--- config.mk ---
export PLATFORM = sky130hd
export DESIGN_NAME = hamming_serial_encoder_p
export DESIGN_NICKNAME = d
export VERILOG_FILES = /design/src/rtl/hamming_serial_encoder_p.sv
export SDC_FILE = /design/constraint.sdc
export NUM_CORES = 1
export LEC_CHECK = 0
export ABC_CLOCK_PERIOD_IN_PS = 2500
export CORE_MARGIN = 3
export CORE_UTILIZATION = 40
export CTS_BUF_LIST = sky130_fd_sc_hd__clkbuf_16
export CTS_CLUSTER_DIAMETER = 50
export DETAILED_ROUTE_END_ITERATION = 10
export PLACE_DENSITY = 0.62
export SLEW_MARGIN = 20
export SYNTH_ARGS = -nofsm -noshare
export SYNTH_HDL_FRONTEND = slang
export SYNTH_SLANG_ARGS = --single-unit
export TNS_END_PERCENT = 20
--- constraint.sdc ---
create_clock -name clk -period 2.5 [get_ports clk]
set_input_delay 0.75 -clock clk [delete_from_list [all_inputs] [get_ports clk]]
set_output_delay 0.75 -clock clk [all_outputs]
set_load 0.02 [all_outputs]
--- src/rtl/hamming_serial_encoder_p.sv ---
// ---------------------------------------------------------------------------
// hamming_serial_encoder_p
//
// Serial-in / serial-out Hamming encoder for the link transmit path.
// K data bits are collected from s_in, R Hamming parity bits (plus an
// optional overall even-parity bit) are appended, and the W-bit codeword
// is shifted out on s_out under a valid/ready handshake. A one-deep
// pending buffer decouples collection from transmission, so the input
// side never stalls.
//
// Parameters
//   R          : Hamming parity bits (3..6); N = 2^R-1, K = N-R
//   EXT_PARITY : 1 appends an overall even-parity bit, W = N + EXT_PARITY
//   MSB_FIRST  : 0 sends position 1 first (extended bit last);
//                1 sends the extended bit first, then position N down to 1
//
// Ports
//   clk          in   rising-edge clock
//   reset        in   asynchronous active-low reset
//   s_in         in   serial data bit
//   s_in_valid   in   s_in is sampled on the edge while high
//   s_out        out  serial codeword bit
//   s_out_valid  out  s_out holds a codeword bit
//   s_out_ready  in   downstream accepts s_out when valid and ready are high
//   frame_start  out  high with the first bit of each codeword
//   busy         out  shifter or pending buffer holds a word
//   overrun      out  one-cycle pulse when a completed word is dropped
//   dbg_state_o  out  output FSM state (0 = IDLE, 1 = SHIFT)
//
// Handshake: a bit transfers on every rising edge where s_out_valid and
// s_out_ready are both high; s_out_valid never drops while a word is in
// flight and s_out holds its value while s_out_ready is low.
// ---------------------------------------------------------------------------
module hamming_serial_encoder_p #(
    parameter int R          = 4,
    parameter int EXT_PARITY = 0,
    parameter int MSB_FIRST  = 0
) (
    input  logic clk,
    input  logic reset,
    input  logic s_in,
    input  logic s_in_valid,
    output logic s_out,
    output logic s_out_valid,
    input  logic s_out_ready,
    output logic frame_start,
    output logic busy,
    output logic overrun,
    output logic dbg_state_o
);

    localparam int N  = (1 << R) - 1;
    localparam int K  = N - R;
    localparam int W  = N + EXT_PARITY;
    localparam int CW = $clog2(K);
    localparam int IW = $clog2(W);

    typedef enum logic {
        IDLE  = 1'b0,
        SHIFT = 1'b1
    } state_t;

    state_t          state_q, state_d;
    logic [CW-1:0]   cnt_q, cnt_d;
    logic [K-1:0]    data_q, data_d;
    logic [W-1:0]    pend_q, pend_d;
    logic            pend_full_q, pend_full_d;
    logic [W-1:0]    shift_q, shift_d;
    logic [IW-1:0]   idx_q, idx_d;
    logic            overrun_q, overrun_d;

    logic            word_done;
    logic            hs;
    logic            last_bit;
    logic            load;
    logic [K-1:0]    data_full;
    logic [W-1:0]    code_word;

    // Builds the codeword already arranged in transmit order: bit 0 of the
    // result is the first bit on the wire, so the shifter only shifts right.
    function automatic logic [W-1:0] encode(input logic [K-1:0] d);
        logic [N:1]   cw;
        logic [W-1:0] tx;
        logic         par;
        logic         ext;
        int           di;
        cw = '0;
        tx = '0;
        di = 0;
        // Data bits fill the non-power-of-two positions in ascending order.
        for (int p = 1; p <= N; p++) begin
            if ((p & (p - 1)) != 0) begin
                cw[p] = d[di];
                di++;
            end
        end
        // Parity positions are still zero here, so they do not disturb the sums.
        for (int j = 0; j < R; j++) begin
            par = 1'b0;
            for (int p = 1; p <= N; p++) begin
                if (((p >> j) & 1) != 0) par = par ^ cw[p];
            end
            cw[1 << j] = par;
        end
        ext = ^cw;
        if (MSB_FIRST == 0) begin
            for (int i = 0; i < N; i++) tx[i] = cw[i + 1];
            if (EXT_PARITY != 0) tx[W-1] = ext;
        end else begin
            if (EXT_PARITY != 0) tx[0] = ext;
            for (int i = 0; i < N; i++) tx[i + EXT_PARITY] = cw[N - i];
        end
        return tx;
    endfunction

    // ---------------- shared combinational terms ----------------
    assign word_done = s_in_valid && (cnt_q == CW'(K - 1));
    assign hs        = (state_q == SHIFT) && s_out_ready;
    assign last_bit  = (idx_q == IW'(W - 1));
    // Pending word moves to the shifter from IDLE, or back-to-back on the
    // handshake of the last bit of the current word.
    assign load      = pend_full_q && ((state_q == IDLE) || (hs && last_bit));

    always_comb begin
        data_full        = data_q;
        data_full[K-1]   = s_in;
    end

    assign code_word = encode(data_full);

    // ---------------- FSM: state register ----------------
    always_ff @(posedge clk or negedge reset) begin
        if (!reset) state_q <= IDLE;
        else        state_q <= state_d;
    end

    // ---------------- FSM: next state ----------------
    always_comb begin
        state_d = state_q;
        case (state_q)
            IDLE:    if (pend_full_q) state_d = SHIFT;
            SHIFT:   if (hs && last_bit && !pend_full_q) state_d = IDLE;
            default: state_d = IDLE;
        endcase
    end

    // ---------------- FSM: outputs ----------------
    always_comb begin
        s_out_valid = (state_q == SHIFT);
        s_out       = s_out_valid & shift_q[0];
        frame_start = s_out_valid && (idx_q == '0);
        busy        = pend_full_q || (state_q == SHIFT);
        overrun     = overrun_q;
        dbg_state_o = (state_q == SHIFT);
    end

    // ---------------- datapath next state ----------------
    always_comb begin
        cnt_d       = cnt_q;
        data_d      = data_q;
        pend_d      = pend_q;
        pend_full_d = pend_full_q;
        shift_d     = shift_q;
        idx_d       = idx_q;
        overrun_d   = 1'b0;

        if (s_in_valid) begin
            data_d[cnt_q] = s_in;
            cnt_d         = word_done ? '0 : cnt_q + CW'(1);
        end

        if (load) begin
            shift_d     = pend_q;
            idx_d       = '0;
            pend_full_d = 1'b0;
        end else if (hs) begin
            shift_d = shift_q >> 1;
            idx_d   = last_bit ? '0 : idx_q + IW'(1);
        end

        // A freshly completed word may take the buffer if it is empty or is
        // being emptied on this same edge; otherwise it is dropped.
        if (word_done) begin
            if (!pend_full_q || load) begin
                pend_d      = code_word;
                pend_full_d = 1'b1;
            end else begin
                overrun_d = 1'b1;
            end
        end
    end

    always_ff @(posedge clk or negedge reset) begin
        if (!reset) begin
            cnt_q       <= '0;
            data_q      <= '0;
            pend_q      <= '0;
            pend_full_q <= 1'b0;
            shift_q     <= '0;
            idx_q       <= '0;
            overrun_q   <= 1'b0;
        end else begin
            cnt_q       <= cnt_d;
            data_q      <= data_d;
            pend_q      <= pend_d;
            pend_full_q <= pend_full_d;
            shift_q     <= shift_d;
            idx_q       <= idx_d;
            overrun_q   <= overrun_d;
        end
    end

endmodule

== Word level (Yosys, flattened, before mapping) ==
Index checks and enable logic that the tools add are counted.
Word-level totals
  output and inout bits: 6
  bits in registers: 52
  bits of input ports: 5
Cells by class
  order comparisons: 2
  reduce and logical (&&, ||, !) cells: 14
  mux-type cells: 17
  bitwise gates (word level): 26
  add/sub/neg operators: 2
  equality and inequality tests: 2
Operator list (number)
  $mux 15: 2
  $xor 1x1->1: 24
  $mux 4: 4
  $bwmux 11: 1
  $add 4x1->4 const B: 2
  $eq 4x4->1 const B: 2
  $mux 1: 8
  $logic_and 1x1->1: 7
  $lt 4x5->1 const B: 1
  $demux 1 s4: 1
  $ge 4x1->1 const B: 1
  $logic_not 4->1: 1
  $logic_or 1x1->1: 3
  $pmux 1 s2: 1
  $reduce_and 2->1: 1
  $reduce_bool 2->1: 1
  $and 1x1->1: 1
  $logic_not 1->1: 1
  $not 1->1: 1

== Logic depth before layout (Yosys ltp) ==
Gate-level depths: netlist of run 1.
  word-level depth: 7
  gate-level depth with buffers: 8
  gate-level depth less buffers: 6

== Worst setup path after synthesis of run 1 ==
No wires, ideal clock.
  kind: reg2out
  from: register state_q (netlist: dbg_state_o)
  to: output frame_start
  arrival time: 1634 ps
  slack: 116 ps
  cell stages (with the launch flop): 4
  path through: dfrtp_1 -> clkbuf_1 -> inv_1 -> nor4b_1
On the way
  cells in the longest elaborated chain, start to end: 1
Ends and longest elaborated chain
  from (decl): line 63  | state_t state_q, state_d;
  from (signal assigned): line 134  | else state_q <= state_d;
  $logic_and 1x1->1: line 151  | frame_start = s_out_valid && (idx_q == '0);
  to (decl): line 46  | output logic frame_start,
Every way passes these cells.

== Worst setup path in the final report of run 1 ==
  from: register state_q (netlist: dbg_state_o)
  to: output busy
On the way
  cells in the longest elaborated chain, start to end: 1
Ends and longest elaborated chain
  $logic_or 1x1->1: line 152  | busy = pend_full_q || (state_q == SHIFT);
  to (decl): line 47  | output logic busy,
Every way passes these cells.

==> metrics.md, run 1 <==
| Metric | Value |
|---|---|
| Design area | 3170 um^2 |
| Routed vias/inst | about 5 |
| Peak supply drop | 558 uV |
| Core Region | between 6000 and 7000 um^2 |
| Clk sink count | between 50 and 60 |
| Flop2flop setup slack | 0.61 ns |
| Register area | 1280 um^2 |
| Die width | 90.1 um |
| Drt initial violations | between 100 and 150 |
| Min cycle time layout | between 2 and 2.5 ns |
| Sequential-to-total area share from yosys stat | 0.452 |
| Final Hold Viols | 0 |
| Post-synth ARST share | 1.00 |
| Post-Syn Area | 2830 um^2 |
| Largest area contributor in the netlist | dfrtp_1 |
| Post-Syn Instances | between 200 and 300 |
| Share of layout cells above drive strength 1 | 0.143 |
| Max Root-Sink Buffers | 2 |
| Post-layout net count | 320 |
| Avg Cell Area, Syn | 9.52 um^2 |
| Via count | around 2000 |
| Status | finished, final reports clean |
| Ys Warns | 0 |
| CTS Root Cell | clkbuf_16 |
| Slew margin rel. | 0.550 |
| Final wirelength | 5510 um |
| Clk slew on worst S/H paths | 0.06 ns |
| Global-route wire length before repair | between 9000 and 10000 um |
| Slew Viols, Final | 0 |
| Reg2Reg Capture Point | pend_q[8] |
| R2r startpoint | idx_q[0] |
| Drc violations | 0 |
| Worst Tran Pin Value | slightly below 0.7 ns |
| Final period util | 0.923 |
| GRT Total Usage | 0.145 |
| EDFF count, synth | 0 |
| FILL cells | approximately 670 |
| Total die area | ~8100 um^2 |
| H-tree depth | 2 |
| Min-Delay Endpoint | pend_q[9] |
| Crit Path Class | reg2out |
| Post-Route Utilization | 0.464 |
| Vias in the first global route | 2033 |
| Critical path capture point type | primary output |
| Pwr/cell area | 1270 nW/um^2 |
| Net Count, Synth | 309 |
| Total global routing overflow | 0 |
| RSZ-0062 raised after global routing | no |
| Floorplan row count | 30 |
| Ranking of synthesized cells by area | dfrtp_1 45%, mux2_2 7.6%, nor2_1 5.6% |
| Area occupied by multi-input gates | ~1400 um^2 |
| Hold_sp | pend_q[9] |
| Setup Skew | roughly 0.0044 ns |
| Setup_tns | 0 ns |
| Layout area overhead | 12.3% |
| Static leakage | 1.41 nW |
| Overall power | 0.00403 W |
| Top cell type's share of synthesized area | 0.452 |
| Max Fclk | 0.433 GHz |
| Port buffer count | 10 |
| CP startpoint kind | register |
| Critical Path AT | 1.56 ns |
| Hold crit path type | reg2reg |
| Worst Hold Depth | 1 |
| DR pass1 iterations | 4 |
| Worst r2r path cells | 5 |
| Synth cell types | 38 |
| Clock latency at the later pin of the worst-skew pair | 0.29 ns |
| # setup viols final | 0 |
| Yosys reg bits | 51 |
| Ys flop type | dfrtp_1 |
| Clock buffers created by TritonCTS | 5 |
| IO Pins | 11 |
| Area post-placement | just over 3000 um^2 |
| CP startpoint | dbg_state_o |
| ANT cells | 0 |
| Max-Cap Viols | 0 |
| Placer Congestion | 0.812 |
| Post-route ant nets | 0 |
| TritonCTS clock tree | done |
| CP Max Fanout | 6 |
| WP data required | between 1.5 and 2 ns |
| Die extent in y | 90.1 um |
| Fin Hold WS | 0.538 ns |
| Initial Util | 0.414 |
| Wire length per cell | 13.7 um |
| Detailed Place HPWL | 3670 um |
| Pin count of the biggest net entering global routing | 52 |
| Initial antenna violation count | 0 |
sequential cells by signal, indices dropped and copies added (netlist names):
name,count
pend_q,15
shift_q,15
data_q,10
cnt_q,4
idx_q,4
dbg_state_o,1
overrun,1
pend_full_q,1
critical path: stages (launching register included):
cell             delay, ns
dfrtp_1               0.43
or2_2                 0.31
clkdlybuf4s50_1       0.54
per-stage QoR:
| step | instances | setup WS (ns) |
|---|---|---|
| final | 403 | 0.192 |
| after floorplan | 297 | 0.116 |
| after detailed placement | 397 | 0.127 |
| after CTS | 403 | 0.172 |
| after global placement | 397 | 0.139 |
| after global routing | 403 | 0.0914 |
cell usage after synthesis, types with 2 or more instances:
| cell type | n |
|---|---|
| a211oi_1 | 3 |
| buf_2 | 3 |
| nor2b_1 | 15 |
| nor2_1 | 42 |
| dfrtp_1 | 51 |
| buf_4 | 2 |
| ha_1 | 7 |
| o22ai_1 | 14 |
| a21oi_1 | 25 |
| and2_1 | 2 |
| xnor2_1 | 15 |
| mux2_2 | 19 |
| nand4_1 | 2 |
| mux2i_1 | 2 |
| nor3_1 | 12 |
| o21ai_0 | 15 |
| clkbuf_1 | 12 |
| nand2_1 | 13 |
| nand3b_1 | 2 |
| mux2_4 | 2 |
| inv_1 | 6 |
| xor2_1 | 3 |
| nand3_1 | 13 |
| and3_1 | 2 |
| buf_6 | 2 |
where the power goes:
part / internal [W] / total, W / switching, W
Combinational: 0.000964 / 0.00184 / 0.000879
Sequential: 0.00118 / 0.00155 / 0.000376
Clock: 0.000357 / 0.000639 / 0.000282
Total: 0.00250 / 0.00403 / 0.00154
metal layers:
metal,GRT usage,wire (um),part of all wire
met4,0.0459,62,0.011
met5,0,0,0
met3,0.0276,143,0.026
met2,0.233,2540,0.46
met1,0.198,2750,0.50
how the worst max path moves through the flow:
stage | end | slack, ns
final | busy | 0.19
after detailed placement | pend_q[4] | 0.13
after floorplan | frame_start | 0.12
after CTS | busy | 0.17
after global routing | frame_start | 0.09
after global placement | pend_q[4] | 0.14
cell families after synthesis:
logic type      share of synthesized area
compound gates                      0.121
xor+xnor                           0.0637
fa+ha+maj                          0.0310
buf+inv                            0.0438
flops                               0.452
mux                                0.0934
simple gates                        0.195
cells in the final DEF (no fill, tap or decap), drive strengths merged:
| cell type | instances |
|---|---|
| xnor3 | 1 |
| and2 | 2 |
| clkbuf | 5 |
| mux2i | 2 |
| nor3 | 12 |
| nand4 | 3 |
| nor2 | 42 |
| o22ai | 14 |
| nor2b | 15 |
| a31o | 1 |
| nand3 | 13 |
| and3 | 2 |
| and2b | 1 |
| or2 | 1 |
| nand2b | 1 |
| clkdlybuf4s50 | 8 |
| mux2 | 21 |
| nand4b | 2 |
| a21oi | 25 |
| dfrtp | 51 |
| nand3b | 2 |
| nand2 | 13 |
| o21ai | 15 |
| xnor2 | 15 |
| a21o | 1 |
| nor4b | 1 |
| buf | 15 |
| xor2 | 3 |
| ha | 7 |
| inv | 7 |
| a22o | 1 |
| dlygate4sd2 | 1 |
| a211oi | 3 |
| o211ai | 1 |
final cells by class:
type,instances,share of cell area
inverters,6,0.00710
multi-input cells,220,0.450
flip-flops and latches,51,0.402
clock inverters,1,0.00118
well taps,96,0.0379
repair buffers,24,0.0627
clock buffers,5,0.0394
timing repair:
item | in CTS | in global routing
setup endpoints to repair | 1 | 0
resized for setup | 1 | 0
buffers inserted | 0 | 0
hold buffers | 0 | 0
No activity file was read; power rests on OpenSTA's default activity.
==> inputs of run 2 (changes only) <==
--- a/config.mk
+++ b/config.mk
@@ -6,7 +6,6 @@
 export NUM_CORES = 1
 export LEC_CHECK = 0
 export ABC_CLOCK_PERIOD_IN_PS = 2500
-export CORE_MARGIN = 3
 export CORE_UTILIZATION = 40
 export CTS_BUF_LIST = sky130_fd_sc_hd__clkbuf_16
 export CTS_CLUSTER_DIAMETER = 50
==> run 2 against run 1 <==
  * Clock-buffer cell count did not move
  * Largest cell class unchanged
  * Combinational power barely moved
  * Global-route usage up 2.5 points
  * Setup slack worse by 0.081 ns
  * Via count rose by 0.93%
  * Final area down 0.35%
  * Critical path depth unchanged
  * Critical path type unchanged
==> metrics.md, run 2 (synthesized netlist as in run 1, its figures left out) <==
| Metric | Value |
|---|---|
| Setup Skew | 0.00703 ns (+0.00263 ns) |
| Max Root-Sink Buffers | 2 (unchanged) |
| Dpl ws | 0.108 ns (-0.0189 ns) |
| Max Fclk | 0.419 GHz (-3.4%) |
| DR pass1 iterations | 4 (unchanged) |
| Global-route wire length before repair | 9720 um (+0.36%) |
| Crit Path Class | reg2out |
| Total die area | 7410 um^2 (-8.7%) |
| Final Hold Viols | 0 (unchanged) |
| Die width | 86.1 um (-4.4%) |
| R2r startpoint | idx_q[0] |
| Reg2Reg Capture Point | pend_q[11] |
| Most frequent cells in the layout | 51 x dfrtp_1, 42 x nor2_1, 25 x a21oi_1, 19 x mux2_2 |
| Peak supply drop | 482 uV (-14%) |
| Final period util | 0.956 (+0.0324) |
| Slew margin rel. | 0.620 (+0.0698) |
| Pin count of the biggest net entering global routing | 38 (-27%) |
| Final WS setup | 0.111 ns (-0.0810 ns) |
| Share of layout cells above drive strength 1 | 0.138 (-0.00562) |
| Commonest non-fill, non-tap cell in the layout | dfrtp_1 |
| ANT cells | 0 (unchanged) |
| Wire length per cell | 13.5 um (-0.94%) |
| RSZ-0062 raised after global routing | no |
| Worst path slowest cell | clkdlybuf4s50_1 |
| CP Max Fanout | 37 (+31) |
| Placer Congestion | 0.812 (about the same) |
| Critical path capture point type | primary output |
| Detailed Place HPWL | 3750 um (+2.0%) |
| Pwr/cell area | 1280 nW/um^2 (+0.50%) |
| Setup bufs post-CTS | 0 (unchanged) |
| Hold crit path type | in2async |
| H-tree depth | 2 (unchanged) |
| Clock latency at the later pin of the worst-skew pair | 0.29 ns (about the same) |
| Min cycle time layout | 2.39 ns (+0.0810 ns) |
| Final wirelength | 5430 um (-1.4%) |
| Clk sink count | 51 (unchanged) |
| Max-Cap Viols | 0 (unchanged) |
| CTS Root Cell | clkbuf_16 |
| Core Region | 6790 um^2 (-0.55%) |
| Critical Path AT | 1.64 ns (+0.08 ns) |
| IO Pins | 11 (unchanged) |
| Flop2flop setup slack | 0.58 ns (-0.03 ns) |
| Initial Util | 0.416 (+0.00229) |
| CP Cell Sequence | buf_6 -> clkdlybuf4s50_1 |
| Die extent in y | 86.1 um (-4.4%) |
| Largest regs | pend_q: 15 flops, shift_q: 15 flops, data_q: 10 flops |
| Static leakage | 1.41 nW (-0.49%) |
| Via count | 2073 (+0.93%) |
| Top delay family on crit path | buffers and inverters |
| Port buffer count | 10 (unchanged) |
| Drc violations | 0 (unchanged) |
| CP startpoint kind | register |
| Slew Viols, Final | 0 (unchanged) |
| Clock buffers created by TritonCTS | 5 (unchanged) |
| Total global routing overflow | 0 (unchanged) |
| Drt initial violations | 100 (-14%) |
| Floorplan row count | 30 (unchanged) |
| Routed vias/inst | 5.17 (+1.4%) |
| Critical path buffers and inverters | 2 (+1) |
| CP startpoint | dbg_state_o |
| Post-route ant nets | 0 (unchanged) |
| Post-layout net count | 318 (-0.63%) |
| Vias in the first global route | 2043 (+0.49%) |
| Setup_tns | 0 ns (unchanged) |
| Clk slew on worst S/H paths | 0.07 ns (about the same) |
| Status | finished, final reports clean |
| WP data required | 1.75 ns (about the same) |
| Critical path's largest stage delay | 0.66 ns (+0.12 ns) |
| TritonCTS clock tree | done |
| # setup viols final | 0 (unchanged) |
| Worst r2r path cells | 5 (unchanged) |
| GRT Total Usage | 0.170 (+0.0255) |
| Layout area overhead | 11.9% |
| Worst Tran Pin Value | 0.571 ns (-0.105 ns) |
| Initial antenna violation count | 0 (unchanged) |
run 2: area by class of cell:
cell class / count / area [um^2]
sequential: 51 / 1280
clock inverter: 1 / 3.75
timing repair buffer: 22 / 188
clock buffer: 5 / 125
tap: 96 / 120
inverter: 6 / 22.5
multi-input combinational: 220 / 1430
fill: 667 / 3630
run 2: per-layer routing:
| metal | part of all wire | GRT usage | vias to the layer above |
|---|---|---|---|
| li1 | - | - | 1051 |
| met1 | 0.50 | 0.235 | 992 |
| met2 | 0.46 | 0.261 | 20 |
| met3 | 0.027 | 0.0433 | 10 |
| met4 | 0.017 | 0.0561 | 0 |
| met5 | 0 | 0 | - |
run 2: stage by stage:
stage	instances	hold WS [ns]	instance area (um^2)	total power, W	utilization
global placement	395	0.499	3030	0.00338	0.446
finish	401	0.436	3160	0.00404	0.465
floorplan	297	0.454	2830	0.00298	-
global route	401	0.481	3160	0.00442	0.465
detailed placement	395	0.507	3030	0.00343	0.446
CTS	401	0.459	3160	0.00408	0.465
run 2: what timing repair did:
action,CTS,global route
endpoints found under the setup margin,3,0
hold buffers,0,0
gates resized for setup,2,0
hold endpoints to repair,0,0
run 2: power breakdown:
group / leakage, nW / switching (W) / internal (W)
registers: 0.648 / 0.000362 / 0.00118
clock network: 0.0669 / 0.000288 / 0.000357
logic: 0.691 / 0.000903 / 0.000954
total: 1.41 / 0.00155 / 0.00249
run 2: worst register-to-register path: stages (launching register included):
cell and delay (ns):
dfrtp_1 0.41, inv_1 0.08, ha_1 0.24, nand4_2 0.14
a31o_1 0.53, mux2_2 0.40
run 2: how the worst max path moves through the flow:
stage | endpoint | slack, ns | cells past startpoint
after detailed placement | pend_q[4] | 0.11 | 4
after floorplan | frame_start | 0.12 | 3
final | dbg_state_o | 0.11 | 2
after global routing | dbg_state_o | 0.04 | 2
after CTS | s_out_valid | 0.09 | 2
after global placement | pend_q[5] | 0.12 | 4
==> inputs of run 3 (changes only) <==
--- a/config.mk
+++ b/config.mk
@@ -6,11 +6,12 @@
 export NUM_CORES = 1
 export LEC_CHECK = 0
 export ABC_CLOCK_PERIOD_IN_PS = 2500
-export CORE_UTILIZATION = 40
-export CTS_BUF_LIST = sky130_fd_sc_hd__clkbuf_16
+export CELL_PAD_IN_SITES_DETAIL_PLACEMENT = 0
+export CELL_PAD_IN_SITES_GLOBAL_PLACEMENT = 1
+export CORE_UTILIZATION = 25
 export CTS_CLUSTER_DIAMETER = 50
 export DETAILED_ROUTE_END_ITERATION = 10
-export PLACE_DENSITY = 0.62
+export PLACE_DENSITY = 0.53
 export SLEW_MARGIN = 20
 export SYNTH_ARGS = -nofsm -noshare
 export SYNTH_HDL_FRONTEND = slang
==> run 3 against run 2 <==
  * Via count is 1.5% lower
  * First-iteration DRC count shrank 50%
  * Combinational power is 2% higher
  * Sequential share of layout area down 1.2 points
  * Total power rose by 2.8%
  * Critical endpoint is now s_out
==> metrics.md, run 3 (synthesized netlist as in run 1, its figures left out) <==
| Metric | Value |
|---|---|
| Status | finished, final reports clean |
| TritonCTS clock tree | done |
| Largest regs | pend_q: 15 flops, shift_q: 15 flops, data_q: 10 flops |
| Layout area overhead | 15.3% |
| Final Hold Viols | 0 (unchanged) |
| IO Pins | 11 (unchanged) |
| Cell internal pwr | 0.00253 W (+1.7%) |
| Setup_tns | 0 ns (unchanged) |
| Global-route wire length before repair | 10600 um (+9.2%) |
| Die width | 108 um (+26%) |
| Peak supply drop | 470 uV (-2.3%) |
| Total global routing overflow | 0 (unchanged) |
| Core Region | 10900 um^2 (+61%) |
| DR pass1 iterations | 6 (+2) |
| Worst Tran Pin Value | 0.535 ns (-0.0359 ns) |
| Pin count of the biggest net entering global routing | 52 (+37%) |
| Static leakage | 1.43 nW (+1.4%) |
| Final wirelength | 6230 um (+15%) |
| Max Fclk | 0.425 GHz (+1.4%) |
| Slew Viols, Final | 0 (unchanged) |
| Port buffer count | 10 (unchanged) |
| Setup bufs post-CTS | 0 (unchanged) |
| Clock latency at the later pin of the worst-skew pair | 0.30 ns (about the same) |
| H-tree depth | 2 (unchanged) |
| Most frequent cells in the layout | 51 x dfrtp_1, 42 x nor2_1, 25 x a21oi_1, 19 x mux2_2 |
| Design area | 3260 um^2 (+3.1%) |
| Initial antenna violation count | 0 (unchanged) |
| Clock buffers created by TritonCTS | 5 (unchanged) |
| Post-layout net count | 320 (+0.63%) |
| CP startpoint kind | register |
| # setup viols final | 0 (unchanged) |
| Initial Util | 0.258 (-0.158) |
| Overall power | 0.00415 W (+2.8%) |
| Post-Route Utilization | 0.298 (-0.167) |
| Sw frac | 0.391 (+0.00679) |
| ANT cells | 0 (unchanged) |
| Post-CTS Resized | 1 (-1) |
| Max Root-Sink Buffers | 2 (unchanged) |
| Commonest non-fill, non-tap cell in the layout | dfrtp_1 |
| Min cycle time layout | 2.35 ns (-0.0341 ns) |
| Sequential Power Share | 0.373 (-0.008) |
| Placer Congestion | 0.693 (-15%) |
| Drt initial violations | 50 (-50%) |
| Sw Pwr | 0.00162 W (+4.6%) |
| Detailed Place HPWL | 4210 um (+12%) |
| Critical path capture point type | primary output |
| WP data required | 1.75 ns (about the same) |
| CTS Root Cell | clkbuf_16 |
| Pwr/cell area | 1270 nW/um^2 (-0.29%) |
| Post-route ant nets | 0 (unchanged) |
| Slew margin rel. | 0.644 (+0.0239) |
| Cts hold-fix bufs | 0 (unchanged) |
| Combinational power share | 0.457 (-0.003) |
| Setup Skew | 0.00599 ns (-0.00104 ns) |
| Fin Hold WS | 0.437 ns (+0.00141 ns) |
| Final period util | 0.942 (-0.0136) |
| Via count | 2041 (-1.5%) |
| Clk sink count | 51 (unchanged) |
| Wire length per cell | 13.9 um (+2.5%) |
| Drc violations | 0 (unchanged) |
| Floorplan row count | 38 (+27%) |
| GRT Total Usage | 0.118 (-0.0526) |
| Vias in the first global route | 2023 (-0.98%) |
| Routed vias/inst | 4.55 (-12%) |
| Share of layout cells above drive strength 1 | 0.152 (+0.0144) |
| Total die area | 11700 um^2 (+58%) |
| Crit Path Class | reg2out |
| Clk slew on worst S/H paths | 0.07 ns (about the same) |
| Max-Cap Viols | 0 (unchanged) |
| Die extent in y | 108 um (+26%) |
| RSZ-0062 raised after global routing | no |
| CP Max Fanout | 14 (-62%) |
| Area post-placement | 3110 um^2 (+2.7%) |
| Critical Path AT | 1.60 ns (-0.04 ns) |
| Clock Power Share | 0.170 (+0.011) |
| Hold crit path type | in2async |
==> run 3: changes by cell type in the layout (fill, tap and decap cells not counted) <==
cell	before	now
buf_4	11	13
inv_1	7	6
buf_6	1	0
buf_12	0	1
inv_6	0	2
clkinv_2	0	1
==> run 3: final cells by class <==
class / instances / area (um^2)
clock buffers: 5 / 125
clock inverters: 3 / 22.5
fillers: 1173 / 7680
inverters: 6 / 22.5
multi-input cells: 220 / 1430
flip-flops and latches: 51 / 1280
well taps: 140 / 175
repair buffers: 24 / 211
==> run 3: metal layers <==
layer  vias to the layer above  GRT usage  routed length (um)
met4                         0     0.0376                  78
met3                         7     0.0205                 141
li1                       1055          -                   -
met5                         -          0                   0
met1                       960      0.164                3280
met2                        19      0.185                2730
==> run 3: final timing paths <==
kind / start / endpoint / slack [ns] / cells after the start
min reg2reg: pend_q[7] / pend_q[7] / 0.52 / 2
max reg2reg: cnt_q[0] / pend_q[4] / 0.61 / 5
max in group asynchronous: reset / shift_q[6] / 1.81 / 2
min: reset / idx_q[3] / 0.44 / 2
min in group clk: pend_q[7] / pend_q[7] / 0.52 / 2
max: dbg_state_o / s_out / 0.15 / 3
==> run 3: power groups by stage <==
stage | Clock, W | Sequential [W] | Combinational, W
floorplan | 0 | 0.00145 | 0.00153
global placement | 0 | 0.00157 | 0.00192
detailed placement | 0 | 0.00157 | 0.00194
CTS | 0.000743 | 0.00155 | 0.00193
global route | 0.000777 | 0.00161 | 0.00213
finish | 0.000707 | 0.00155 | 0.00190
==> run 3: per-stage QoR <==
step,cells,worst slack [ns]
finish,449,0.145
detailed placement,441,0.142
global route,449,0.0464
global placement,441,0.143
CTS,449,0.106
floorplan,297,0.116
==> run 3: worst max-delay path, stage by stage (launching register included) <==
cell             delay [ns]
dfrtp_1                0.36
buf_4                  0.20
and2_1                 0.15
clkdlybuf4s50_1        0.59
==> RTL change 1: new RTL, flow settings as in run 1 <==
Put a register stage on the output `dbg_state_o`. The value now appears one clock later. The other outputs are not delayed to match.
--- a/src/rtl/hamming_serial_encoder_p.sv
+++ b/src/rtl/hamming_serial_encoder_p.sv
@@ -62,2 +62,4 @@
 
+    logic dbg_state_d;
+
     state_t          state_q, state_d;
@@ -153,3 +155,3 @@
         overrun     = overrun_q;
-        dbg_state_o = (state_q == SHIFT);
+        dbg_state_d = (state_q == SHIFT);
     end
@@ -212,2 +214,6 @@
 
+    always_ff @(posedge clk) begin
+        dbg_state_o <= dbg_state_d;
+    end
+
 endmodule
Function: no difference found for any inputs over 10 cycles, from zero or initial values and one cycle with reset low; that may be too few to reach the edited logic, so the function may still have changed.
==> RTL change 1 against run 1 <==
Sequential cell count increased by 1. First-iteration DRC count fell by 19%. Synthesized area increased by 0.44%. Critical endpoint is now s_out. Critical path type unchanged. Setup slack lost 0.11 ns. Design area is 1.5% higher. Clock skew rose by 0.00096 ns. Wire length fell by 0.47%. Power grew 4.1%.
==> RTL change 1: results (changes against run 1) <==
* Met3 GRT Util at 2.59% (was 2.76%)
* Clock latency on the worst-skew pair at 0.29 ns (about the same)
* Layout Cells excl Fill at 405 (was 403)
* Via density at 5.14 (was 5.10)
* Non-clock buffers, area share at 5.94% (was 6.27%)
* Final WL at 5.48 mm (was 5.51 mm)
* Seq/total area at 40.3% (was 40.2%)
* Multi-In Gates at 220 (unchanged)
* FFs & Latches at 52 (was 51)
* Async SR Flop Fraction at 98.1% (was 100%)
* Clock transition at the registers of the reported paths at 0.07 ns
* Post-synth cell types at 39 (was 38)
* Initial detailed-routing violation count at 94 (was 116)
* Clock Skew at 0.00537 ns (was 0.00441 ns)
* Synth top area cells: dfrtp_1 (45%), mux2_2 (7.5%), nor2_1 (5.6%) (was dfrtp_1 (45%), mux2_2 (7.6%), nor2_1 (5.6%))
* Sequential area share after synthesis at 45.7% (was 45.2%)
* CP arrival at 1.67 ns (was 1.56 ns)
* Largest regs: pend_q x15, shift_q x15, data_q x10 (unchanged)
* Layout cell share with drive strength beyond 1 at 14.9% (was 14.3%)
* Max VDD drop at 0.537 mV (was 0.558 mV)
* Hold-critical path depth at 2 (was 1)
* Dpl cell area at 3060 sq um (was 3050 sq um)
* HP Class: reg2reg (unchanged)
* ClkCell Share at 5.09% (was 4.06%)
* RD Place Congestion at 0.773 (was 0.812)
* Crit-path max cell delay at 0.59 ns (was 0.54 ns)
* Leak at 1.43 nW (was 1.41 nW)
* Crit path max-delay family: buffers and inverters (unchanged)
* Vias in the first global route at 2072 (was 2033)
* Gr usage total at 14.6% (was 14.5%)
* Non-clk invs at 6 (unchanged)
* Syn Area/Cell at 9.56 sq um (was 9.52 sq um)
* Non-clock buffer count at 23 (was 24)
* Post-CTS Setup Inserts at 0 (unchanged)
* Run status: completed (unchanged)
* Layout fillers at 675 (was 665)
* Top fanout value on the critical path at 13 (was 6)
* Grt met1 use at 19.4% (was 19.8%)
* Clock Power Share at 18.5% (was 15.8%)
* Switching share of power at 37.4% (was 38.1%)
* Number of gates resized after CTS at 2 (was 1)
* Internal power at 0.00263 W (was 0.00250 W)
* WL met3 at 134 um (was 143 um)
* Pre-CTS setup slack at 0.119 ns (was 0.127 ns)
* Nets at 320 (unchanged)
* Post-Layout Inst Area at 3220 sq um (was 3170 sq um)
* Hpwl dp at 3.68 mm (was 3.67 mm)
* Wl on met1 at 2.76 mm (was 2.75 mm)
* Least-Margin Pin Slew at 0.654 ns (was 0.675 ns)
* Met2 routed WL at 2.49 mm (was 2.54 mm)
* Met2 GRT Util at 23.9% (was 23.3%)
* Initial antenna violation count at 0 (unchanged)
* First-pass GRT wire length at 9.83 mm (was 9.69 mm)
* Crit-path slowest cell: clkdlybuf4s50_1 (unchanged)
* Logic power comb at 0.00185 W
* Clock Buffer Count at 5 (unchanged)
* Die ar. at 8140 sq um (was 8110 sq um)
## RTL change 1: changes by cell type in the layout (fill, tap and decap cells not counted), sizes merged
| cell | run 1 | this run |
|---|---|---|
| buf | 15 | 14 |
| bufinv | 0 | 1 |
| clkinv | 0 | 1 |
| dfxtp | 0 | 1 |
## RTL change 1: cells by family (layout without fill, tap and decap cells)
logic type	count (synthesis)	after routing	synth area share, %
and+or+nand+nor	110	110	19.4
AOI/OAI and AO/OA	61	61	12.1
DFF	52	52	45.7
buffers and inverters	25	37	4.10
muxes	23	23	9.30
xor gates and xnor gates	19	19	6.35
adders and majority gates	7	7	3.08
## RTL change 1: final timing paths
check,endpoint,slack [ns],startpoint
min in group asynchronous,idx_q[1],0.57,reset
max reg2reg,pend_q[8],0.60,idx_q[0]
max in group asynchronous,s_out_valid,1.47,reset
max,s_out,0.08,s_out_valid
min,pend_q[7],0.54,pend_q[7]
min reg2reg,pend_q[7],0.54,pend_q[7]
==> RTL change 2: new RTL, settings of run 1 <==
Without the edit above. Set the parameter `MSB_FIRST` to 1 (it was 0). Comments in the files are not updated.
--- a/src/rtl/hamming_serial_encoder_p.sv
+++ b/src/rtl/hamming_serial_encoder_p.sv
@@ -36,3 +36,3 @@
     parameter int EXT_PARITY = 0,
-    parameter int MSB_FIRST  = 0
+    parameter int MSB_FIRST  = 1
 ) (
Function: no difference found for any inputs over 10 cycles, from zero or initial values and one cycle with reset low; that may be too few to reach the edited logic, so the function may still have changed.
==> RTL change 2 against run 1 <==
Hold slack worse by 0.13 ns. Synthesized area is 8.1% higher. Setup slack worse by 0.043 ns. Global-route usage is 1.5 points higher. Wire length is 15% higher. Sequential cell count stayed put. Largest cell class unchanged. Highest routed layer unchanged. Design area is 8.4% higher. Power is 1.2% higher. Critical path type unchanged.
==> RTL change 2: results (changes against run 1) <==
* Run status: completed (unchanged)
* Layout cell share with drive strength beyond 1 at 14.7% (was 14.3%)
* Leak at 1.63 nW (was 1.41 nW)
* CP arrival at 1.60 ns (was 1.56 ns)
* Met3 GRT Util at 2.98% (was 2.76%)
* Met2 GRT Util at 24.5% (was 23.3%)
* First-pass GRT wire length at 11.0 mm (was 9.69 mm)
* HP Class: in2async (was reg2reg)
* Layout fillers at 689 (was 665)
* R2R Setup Slk at 0.48 ns (was 0.61 ns)
* Clock Skew at 0.00730 ns (was 0.00441 ns)
* RD Place Congestion at 0.776 (was 0.812)
* Synth top cells by count: dfrtp_1 (51), nor2_1 (27), nand2_1 (26), a211o_1 (25), inv_1 (22) (was dfrtp_1 (51), nor2_1 (42), a21oi_1 (25), mux2_2 (19))
* Via count at 2168 (was 2054)
* Top fanout value on the critical path at 14 (was 6)
* Nets at 318 (was 320)
* Slew headroom at 55.7% (was 55.0%)
* Reg2Reg Capture Point: pend_q[2] (was pend_q[8])
* Sequential area share after synthesis at 41.8% (was 45.2%)
* Cts bufs inserted at 5 (unchanged)
* Post-synth cell types at 41 (was 38)
* Crit-path max cell delay at 0.56 ns (was 0.54 ns)
* Antenna cells at 0 (unchanged)
* Max VDD drop at 0.535 mV (was 0.558 mV)
* Largest net degree at the start of global routing at 35 (was 52)
* Hpwl dp at 4.37 mm (was 3.67 mm)
* Vias in the first global route at 2119 (was 2033)
* Grt met1 use at 22.6% (was 19.8%)
* RR Startpoint: cnt_q[0] (was idx_q[0])
* Synth top area cells: dfrtp_1 (42%), a211o_1 (7.2%), xnor3_1 (5.9%) (was dfrtp_1 (45%), mux2_2 (7.6%), nor2_1 (5.6%))
* Wirelength per Cell at 15.6 um (was 13.7 um)
* Syn Nets at 312 (was 309)
* Router iterations before antenna repair at 4 (unchanged)
* Gr usage total at 16.0% (was 14.5%)
* Initial detailed-routing violation count at 101 (was 116)
-- RTL change 2: changes by cell type after synthesis, moves of 7 or more --
cell / run 1 / this run
xnor3_1: 1 / 8
xnor2_1: 15 / 3
a211o_1: 0 / 25
mux2_2: 19 / 11
nor3_1: 12 / 4
a21oi_1: 25 / 1
nor2_1: 42 / 27
a32oi_1: 0 / 13
nand2_1: 13 / 26
o22ai_1: 14 / 0
nor2b_1: 15 / 2
inv_1: 6 / 22
-- RTL change 2: cells by family (layout without fill, tap and decap cells) --
group,Yosys count,count (layout),synth area share (%)
AO/OA/AOI/OAI,69,69,16.9
multiplexers,27,27,10.4
XOR/XNOR,14,14,7.61
AND/OR/NAND/NOR,83,83,13.4
flip-flops,51,51,41.8
buffers and inverters,49,56,7.00
adder cells (fa/ha/maj),7,7,2.87
-- RTL change 2: layout make-up --
class / instances / share of cell area [%]
Inverter: 22 / 2.40
Tap cell: 99 / 3.60
Timing Repair Buffer: 26 / 6.95
Clock inverter: 3 / 0.728
Clock buffer: 5 / 3.64
Sequential cell: 51 / 37.1
Multi-Input combinational cell: 200 / 45.6
-- RTL change 2: how the worst max path moves through the flow --
stage               slack, ns  cells after the start        start     endpoint
finish                   0.15                      4  dbg_state_o         busy
global route             0.09                      4  dbg_state_o         busy
CTS                      0.12                      4  dbg_state_o         busy
detailed placement      0.008                      6  s_out_ready   shift_q[0]
global placement         0.01                      6  s_out_ready   shift_q[0]
floorplan                0.06                      4  dbg_state_o  frame_start
-- RTL change 2: stage by stage --
step | hold WS [ns] | instances | area [sq um] | total power [W] | setup WS [ns]
detailed placement | 0.507 | 398 | 3290 | 0.00339 | 0.00755
global placement | 0.477 | 398 | 3290 | 0.00336 | 0.0141
finish | 0.410 | 406 | 3440 | 0.00408 | 0.149
CTS | 0.423 | 406 | 3440 | 0.00412 | 0.123
floorplan | 0.454 | 300 | 3060 | 0.00295 | 0.0597
global route | 0.438 | 406 | 3440 | 0.00441 | 0.0884
-- RTL change 2: where the power goes --
part | total, W | internal [W] | switching (W)
clock network | 0.000706 | 0.000379 | 0.000327
logic | 0.00182 | 0.00103 | 0.000798
registers | 0.00155 | 0.00118 | 0.000375
-- RTL change 2: layer usage --
metal | routed length (um) | up-vias | share of wire [%]
met5 | 0 | - | 0
met3 | 214 | 8 | 3.4
met4 | 104 | 0 | 1.6
met1 | 3080 | 1053 | 49
met2 | 2910 | 35 | 46
li1 | - | 1072 | -
